--- config.mk ---
export PLATFORM = sky130hd
export DESIGN_NAME = cf_ceil_div_seq
export DESIGN_NICKNAME = d
export VERILOG_FILES = /design/src/rtl/cf_ceil_div_seq.sv
export SDC_FILE = /design/constraint.sdc
export NUM_CORES = 1
export LEC_CHECK = 0
export CAP_MARGIN = 5
export CORE_MARGIN = 10
export CORE_UTILIZATION = 55
export CTS_CLUSTER_DIAMETER = 80
export DETAILED_ROUTE_END_ITERATION = 10
export PLACE_DENSITY = 0.77
export SYNTH_ARGS = -nofsm -noshare
export SYNTH_HDL_FRONTEND = slang
export SYNTH_SLANG_ARGS = --single-unit
--- constraint.sdc ---
create_clock -name clk_i -period 5.05 [get_ports clk_i]
set_clock_uncertainty 0.05 [all_clocks]
set_input_delay 1.2625 -clock clk_i [delete_from_list [all_inputs] [get_ports clk_i]]
set_output_delay 1.2625 -clock clk_i [all_outputs]
set_load 0.02 [all_outputs]
--- src/rtl/cf_ceil_div_seq.sv ---
`default_nettype none
// ============================================================================
// Module   : cf_ceil_div_seq
// Brief    : Radix-2 restoring divider returning ceil(dividend/divisor),
//            the floor remainder and a divide-by-zero flag, valid/ready I/O.
// Revision : 1.0 - initial release
// ============================================================================
module cf_ceil_div_seq #(
    parameter int Width    = 32,
    parameter int CntWidth = (Width > 1) ? $clog2(Width) : 1
) (
    input  logic             clk_i,
    input  logic             rst_i,
    input  logic             in_valid_i,
    output logic             in_ready_o,
    input  logic [Width-1:0] dividend_i,
    input  logic [Width-1:0] divisor_i,
    output logic             out_valid_o,
    input  logic             out_ready_i,
    output logic [Width-1:0] quotient_o,
    output logic [Width-1:0] remainder_o,
    output logic             div_zero_o
);

    typedef enum logic [1:0] {
        S_IDLE = 2'd0,
        S_CALC = 2'd1,
        S_DONE = 2'd2
    } state_t;

    state_t               r_state;
    state_t               w_state_nxt;
    logic [CntWidth-1:0]  r_cnt;
    logic [Width-1:0]     r_dvd;
    logic [Width-1:0]     r_dvs;
    logic [Width-1:0]     r_rem;
    logic [Width-1:0]     r_quotient;
    logic [Width-1:0]     r_remainder;
    logic                 r_div_zero;

    logic [Width:0]       w_shift;
    logic                 w_qbit;
    logic [Width-1:0]     w_rem_nxt;
    logic [Width-1:0]     w_quo_nxt;
    logic [Width-1:0]     w_ceil;

    // Quotient bits are shifted into the dividend register as its bits are consumed.
    always_comb begin
        w_shift   = {r_rem, r_dvd[Width-1]};
        w_qbit    = (w_shift >= {1'b0, r_dvs});
        w_rem_nxt = w_qbit ? (w_shift[Width-1:0] - r_dvs) : w_shift[Width-1:0];
        w_quo_nxt = {r_dvd[Width-2:0], w_qbit};
        w_ceil    = w_quo_nxt + Width'(w_rem_nxt != '0);
    end

    always_comb begin
        w_state_nxt = r_state;
        case (r_state)
            S_IDLE: begin
                if (in_valid_i) begin
                    w_state_nxt = (divisor_i == '0) ? S_DONE : S_CALC;
                end
            end
            S_CALC: begin
                if (r_cnt == '0) begin
                    w_state_nxt = S_DONE;
                end
            end
            S_DONE: begin
                if (out_ready_i) begin
                    w_state_nxt = S_IDLE;
                end
            end
            default: w_state_nxt = S_IDLE;
        endcase
    end

    always_ff @(posedge clk_i) begin
        if (rst_i) begin
            r_state     <= S_IDLE;
            r_cnt       <= '0;
            r_dvd       <= '0;
            r_dvs       <= '0;
            r_rem       <= '0;
            r_quotient  <= '0;
            r_remainder <= '0;
            r_div_zero  <= 1'b0;
        end else begin
            r_state <= w_state_nxt;
            case (r_state)
                S_IDLE: begin
                    if (in_valid_i) begin
                        r_dvd <= dividend_i;
                        r_dvs <= divisor_i;
                        r_rem <= '0;
                        r_cnt <= CntWidth'(Width - 1);
                        if (divisor_i == '0) begin
                            r_quotient  <= '1;
                            r_remainder <= dividend_i;
                            r_div_zero  <= 1'b1;
                        end else begin
                            r_div_zero  <= 1'b0;
                        end
                    end
                end
                S_CALC: begin
                    r_rem <= w_rem_nxt;
                    r_dvd <= w_quo_nxt;
                    r_cnt <= r_cnt - 1'b1;
                    if (r_cnt == '0) begin
                        r_quotient  <= w_ceil;
                        r_remainder <= w_rem_nxt;
                    end
                end
                default: ;
            endcase
        end
    end

    assign in_ready_o  = (r_state == S_IDLE);
    assign out_valid_o = (r_state == S_DONE);
    assign quotient_o  = r_quotient;
    assign remainder_o = r_remainder;
    assign div_zero_o  = r_div_zero;

endmodule
`default_nettype wire
# After elaboration in Yosys (flattened, before gate mapping)
# Index checks and enable logic that the tools add are counted.
# op_classes
addsub	3
order_cmp	1
n_eq_ne	6
n_mux	21
reduce_logical	9
# ops
cell	count
32-bit 2-to-1 mux	9
32-bit case mux with 2 select lines	4
33-bit by 32-bit greater-or-equal comparator with 1-bit output	1
32-bit by 1-bit adder with 32-bit output	1
32-bit zero test	1
32-bit nonzero test	1
32-bit subtractor	1
5-bit case mux with 2 select lines	1
2-bit 2-to-1 mux	4
2-bit case mux with 3 select lines	1
5-bit zero test	1
5-bit 2-to-1 mux	1
5-bit by 1-bit subtractor with 5-bit output, second input constant	1
2-bit by 1-bit inequality test with 1-bit output, second input constant	2
2-bit inequality test, second input constant	2
2-bit AND reduction	2
4-bit AND reduction	1
3-bit AND reduction	1
2-bit by 1-bit == test with 1-bit output, second input constant	1
2-bit == test, second input constant	1
2-bit zero test	1
2-bit nonzero test	1
1-bit 2-to-1 mux	1
# totals
reg_bits	168
output_inout_bits	67
word_cells	48

# Logic depth before layout (Yosys ltp)
# depth
word_depth	6
ltp_mapped	25

# Least setup slack after synthesis
# OpenSTA, ideal clock, no wires.
# synth_timing
path_kind	register to register
startpoint	register r_dvd[31]
endpoint	register r_quotient[24], in the netlist quotient_o[24]
setup_time_ns	0.128
t_arrival_ns	4.052
slack_ns	0.820
path_stages_with_launch	24
period_less_slack_ns	4.230
path_cell_list	dfxtp_1 > inv_1 > ha_1 > inv_1 > fa_1 > a21o_1 > a311o_1 > a41o_1 > a21o_1 > nand3_1 > a21oi_1 > o2111ai_1 > nor4_1 > o211ai_1 > ha_1 > nand2_1 > nor3_2 > nand4_1 > nor2_1 > and3_1 > nand2_1 > xnor2_1 > o22ai_1 > nor2_1
# synth_via
elab_chain_len	6
# synth_rtl
element	line	text
start, declared	34	logic [Width-1:0] r_dvd;
start signal, assigned	93	r_dvd <= dividend_i;
start signal, assigned	108	r_dvd <= w_quo_nxt;
32-bit subtractor / 33-bit by 32-bit greater-or-equal comparator with 1-bit output (equally long branches)	51, 50	
32-bit 2-to-1 mux	51	w_rem_nxt = w_qbit ? (w_shift[Width-1:0] - r_dvs) : w_shift[Width-1:0];
32-bit nonzero test	53	w_ceil = w_quo_nxt + Width'(w_rem_nxt != '0);
32-bit by 1-bit adder with 32-bit output *	53	
32-bit 2-to-1 mux *	110	if (r_cnt == '0) begin
32-bit case mux with 2 select lines *	90	case (r_state)
end signal, assigned	111	r_quotient <= w_ceil;
end, declared	37	logic [Width-1:0] r_quotient;
# Mark *: on every way between the ends. The rest lies on a longest branch, timed or not. The select of a mux whose other input is x is not followed.
# A chain may end at the register's enable or synchronous reset.

# Worst setup path after layout
# layout_timing
startpoint	register r_dvd[31]
endpoint	register r_quotient[28], in the netlist quotient_o[28]
# Same word-level chain as after synthesis.

==> summary.txt <==
STA
  • RSZ-0062 raised after global routing: no
  • Final setup TNS: 0 ns
  • Final hold vios: 0
  • Maximum operating frequency: 207 MHz
  • Period minus WS final: 4.83 ns
  • Final hold slack: 0.404 ns
  • Final count of negative-setup-slack endpoints: 0
  • Max-slew violation total from the final report: 0
  • Actual slew at the worst max-slew pin: 0.942 ns
  • Relative slew margins: 0.372
  • Fraction of the cycle the final worst path needs: 0.956

Global route
  • Via count of the first global-routing pass: 8692
  • Overall fraction of global-route tracks in use: 0.249
  • Aggregate global routing overflow: 0
  • Global-route wire length before repair: 46.0 mm
  • Pin count of the biggest net entering global routing: 93
  • Antenna violations before repair: 0

Power and ir drop
  • Gate power share: 0.662
  • Internal power consumption: 4.55 mW
  • Clock Power Share: 0.142
  • Power density relative to cell area: 799 nW/um^2
  • Worst voltage drop across the vdd grid: 0.757 mV
  • Sequential share of power: 0.196
  • Sw power: 4.64 mW
  • Net switching fraction of the power: 0.505
  • Reported leakage power: 4.27 nW

Clocking
  • H-tree lvl count: 4
  • CTS Root Cell: sky130_fd_sc_hd__clkbuf_16
  • CTS tree: built
  • Clk_lat worst skew: 0.44 ns
  • Register clock-pin slew on the reported worst setup and hold paths: 0.07 ns
  • CTS Hold Buffers Added: 0
  • CTS max path bufs: 2
  • CTS buffer count: 17
  • TritonCTS Sinks: 168

Layout
  • Fill cell count: 1466
  • Layout cell share with drive strength beyond 1: 0.0580
  • Synthesis-to-layout area growth: 21.1%
  • Core Util, Final: 0.686
  • Number of diodes added for antenna fixing: 0
  • NumNets Final: 1438

Floorplanning
  • Floorplan die area: 22900 um^2
  • Starting density of the core: 0.566
  • Placeable core region: 16800 um^2
  • Width of the chip: 151 um
  • Y dimension of the die: 151 um
  • Number of top-level pins: 135
  • Standard-cell rows: 47

Logic synthesis
  • Post-synthesis register bit count: 168
  • Synthesized Nets: 1352
  • List of most frequent post-synthesis cells: 197 x sky130_fd_sc_hd__nand2_1, 168 x sky130_fd_sc_hd__dfxtp_1, 152 x sky130_fd_sc_hd__a21oi_1
  • Async set or reset register ratio after synthesis: 0
  • Top cells by area, synth: sky130_fd_sc_hd__dfxtp_1 35%, sky130_fd_sc_hd__a21oi_1 8.0%, sky130_fd_sc_hd__nand2_1 7.8%
  • Number of synthesized flops with an enable pin: 0
  • Most frequent cell after synthesis: sky130_fd_sc_hd__nand2_1
  • Average size of a mapped cell: 7.61 um^2
  • Cell type with the largest total area after synthesis: sky130_fd_sc_hd__dfxtp_1
  • Synth unique cells: 72
  • Area fraction of the dominant cell type after synthesis: 0.355
  • Yosys warnings: 0
  • Synthesized instance count: 1246
  • Cell Area, Synth: 9490 um^2
  • Proportion of synthesized chip area in sequential cells: 0.355
  • Primary flip-flop cell chosen by synthesis mapping: sky130_fd_sc_hd__dfxtp_1

Placement
  • Final Wtd Congestion: 0.974
  • Number of I/O port buffers: 134
  • HPWL after detailed placement: 21.9 mm

Drt
  • Antenna violation net count after detailed routing: 0
  • Via count: 9400
  • Drt first-iter violations: 740
  • Vias/cell: 6.01
  • DR pass1 iterations: 6
  • Top layer reached by signal wires: met4
  • Met1 wire length: 13.1 mm
  • Average routed wire per standard cell: 18.9 um
  • Routed length on met3: 2.34 mm
  • Met2 WL post-DR: 13.6 mm
  • Final Routed Wirelength: 29.6 mm
  • Number of remaining DRC errors: 0

Setup path
  • Startpoint Class: flop
  • Type of destination of the critical path: flop
  • Crit path max fanout: 6
  • Required arrival time at the worst endpoint: 5.33 ns
  • CP arrival: 5.11 ns
  • Category of the critical setup timing path: reg2reg

Min path
  • Worst min path class: reg2reg

Outcome
  • Run status: completed

Job
  • Max capacitance violation total: 0
metrics by stage:
stage          total power [mW]  area [um^2]  worst slack (ns)  cells
2_1_floorplan              6.24         9490             0.820   1246
3_3_place_gp               7.63        10900             0.411   1532
3_5_place_dp               7.64        10900             0.264   1532
4_1_cts                    8.97        11500             0.235   1564
5_1_grt                    9.77        11500            0.0170   1565
6_report                   9.19        11500             0.221   1565
placed cells by master, fill, tap and decap left out, types with 4 or more instances in the layout:
cell type	n
sky130_fd_sc_hd__a211oi_1	13
sky130_fd_sc_hd__clkdlybuf4s50_1	133
sky130_fd_sc_hd__nand2_1	197
sky130_fd_sc_hd__nor2_1	132
sky130_fd_sc_hd__buf_4	16
sky130_fd_sc_hd__a311oi_1	10
sky130_fd_sc_hd__nand4_1	17
sky130_fd_sc_hd__a21o_1	12
sky130_fd_sc_hd__a31oi_1	5
sky130_fd_sc_hd__dfxtp_1	168
sky130_fd_sc_hd__and4_1	5
sky130_fd_sc_hd__nor2b_1	4
sky130_fd_sc_hd__xnor2_1	27
sky130_fd_sc_hd__nor4_1	19
sky130_fd_sc_hd__clkbuf_16	17
sky130_fd_sc_hd__nand4b_1	4
sky130_fd_sc_hd__nand3b_1	8
sky130_fd_sc_hd__or2_2	4
sky130_fd_sc_hd__inv_1	42
sky130_fd_sc_hd__and3_1	12
sky130_fd_sc_hd__nor3_1	12
sky130_fd_sc_hd__nand2b_1	9
sky130_fd_sc_hd__xor2_1	32
sky130_fd_sc_hd__o211ai_1	8
sky130_fd_sc_hd__nand3_1	22
sky130_fd_sc_hd__o21ai_0	44
sky130_fd_sc_hd__a21oi_1	152
sky130_fd_sc_hd__inv_6	5
sky130_fd_sc_hd__o31ai_1	20
sky130_fd_sc_hd__ha_1	37
sky130_fd_sc_hd__o22ai_1	19
sky130_fd_sc_hd__and2_1	23
sky130_fd_sc_hd__o21a_1	7
sky130_fd_sc_hd__a22oi_1	37
power by group through the flow:
stage                     Sequential (mW)  Combinational (mW)  Clock (mW)
after CTS                            1.79                5.87        1.31
after global routing                 1.82                6.59        1.36
final                                1.81                6.08        1.30
after floorplan                      1.78                4.46           0
after global placement               1.81                5.81           0
after detailed placement             1.82                5.82           0
area by class of cell:
| type | count | area (um^2) | area share |
|---|---|---|---|
| Clock inverter | 14 | 138 | 0.0120 |
| Clock buffer | 18 | 439 | 0.0382 |
| Inverter | 43 | 166 | 0.0145 |
| Tap cell | 220 | 275 | 0.0240 |
| Multi-Input combinational cell | 952 | 5640 | 0.491 |
| Timing Repair Buffer | 150 | 1470 | 0.128 |
| Sequential cell | 168 | 3360 | 0.293 |
worst max-delay path: stages (launching register included):
cell                        delay [ns]
sky130_fd_sc_hd__dfxtp_1          0.33
sky130_fd_sc_hd__inv_1            0.06
sky130_fd_sc_hd__ha_1             0.15
sky130_fd_sc_hd__inv_1            0.05
sky130_fd_sc_hd__fa_1             0.40
sky130_fd_sc_hd__a21o_1           0.21
sky130_fd_sc_hd__a311o_1          0.42
sky130_fd_sc_hd__a41o_1           0.23
sky130_fd_sc_hd__a21o_1           0.24
sky130_fd_sc_hd__nand3_1          0.13
sky130_fd_sc_hd__a21oi_1          0.10
sky130_fd_sc_hd__o2111ai_1        0.26
sky130_fd_sc_hd__nor4_1           0.08
sky130_fd_sc_hd__o211ai_1         0.19
sky130_fd_sc_hd__buf_4            0.17
sky130_fd_sc_hd__ha_1             0.17
sky130_fd_sc_hd__nand2_1          0.10
sky130_fd_sc_hd__nor3_2           0.17
sky130_fd_sc_hd__nor4b_1          0.49
sky130_fd_sc_hd__buf_4            0.22
sky130_fd_sc_hd__nand2_1          0.06
sky130_fd_sc_hd__xor2_1           0.15
sky130_fd_sc_hd__a211oi_1         0.28
timing repair:
action | 4_1_cts | 5_1_grt
setup endpoints to repair | 0 | 2
gates resized for setup | 0 | 1
buffers inserted | 0 | 1
endpoints found under the hold margin | 0 | 0
final timing paths:
path              slack, ns               to             from  cells past startpoint
setup / recovery       0.22   quotient_o[28]        r_dvd[31]                     22
hold / removal         0.40  remainder_o[24]  remainder_o[24]                      2
setup reg to reg       0.22   quotient_o[28]        r_dvd[31]                     22
hold reg to reg        0.40  remainder_o[24]  remainder_o[24]                      2
kinds of logic (layout without fill, tap and decap cells):
group                      Yosys count  count (layout)  synth area share
xor gates and xnor gates            59              59            0.0545
and+or+nand+nor                    483             483             0.233
buffers and inverters              126             225            0.0549
muxes                                7               7           0.00870
adders and majority gates           38              38            0.0509
AOI/OAI and AO/OA                  365             365             0.244
DFF                                168             168             0.355
sequential cells by signal, indices dropped and copies added (netlist names):
register / count
div_zero_o: 1
quotient_o: 32
r_cnt: 5
r_dvd: 32
r_dvs: 32
r_rem: 32
r_state: 2
remainder_o: 32
routing by layer:
layer	GRT usage	vias up
li1	-	4588
met1	0.331	4384
met2	0.402	378
met3	0.0489	50
met4	0.0712	0
met5	0	-
No activity file was read; power rests on OpenSTA's default activity.
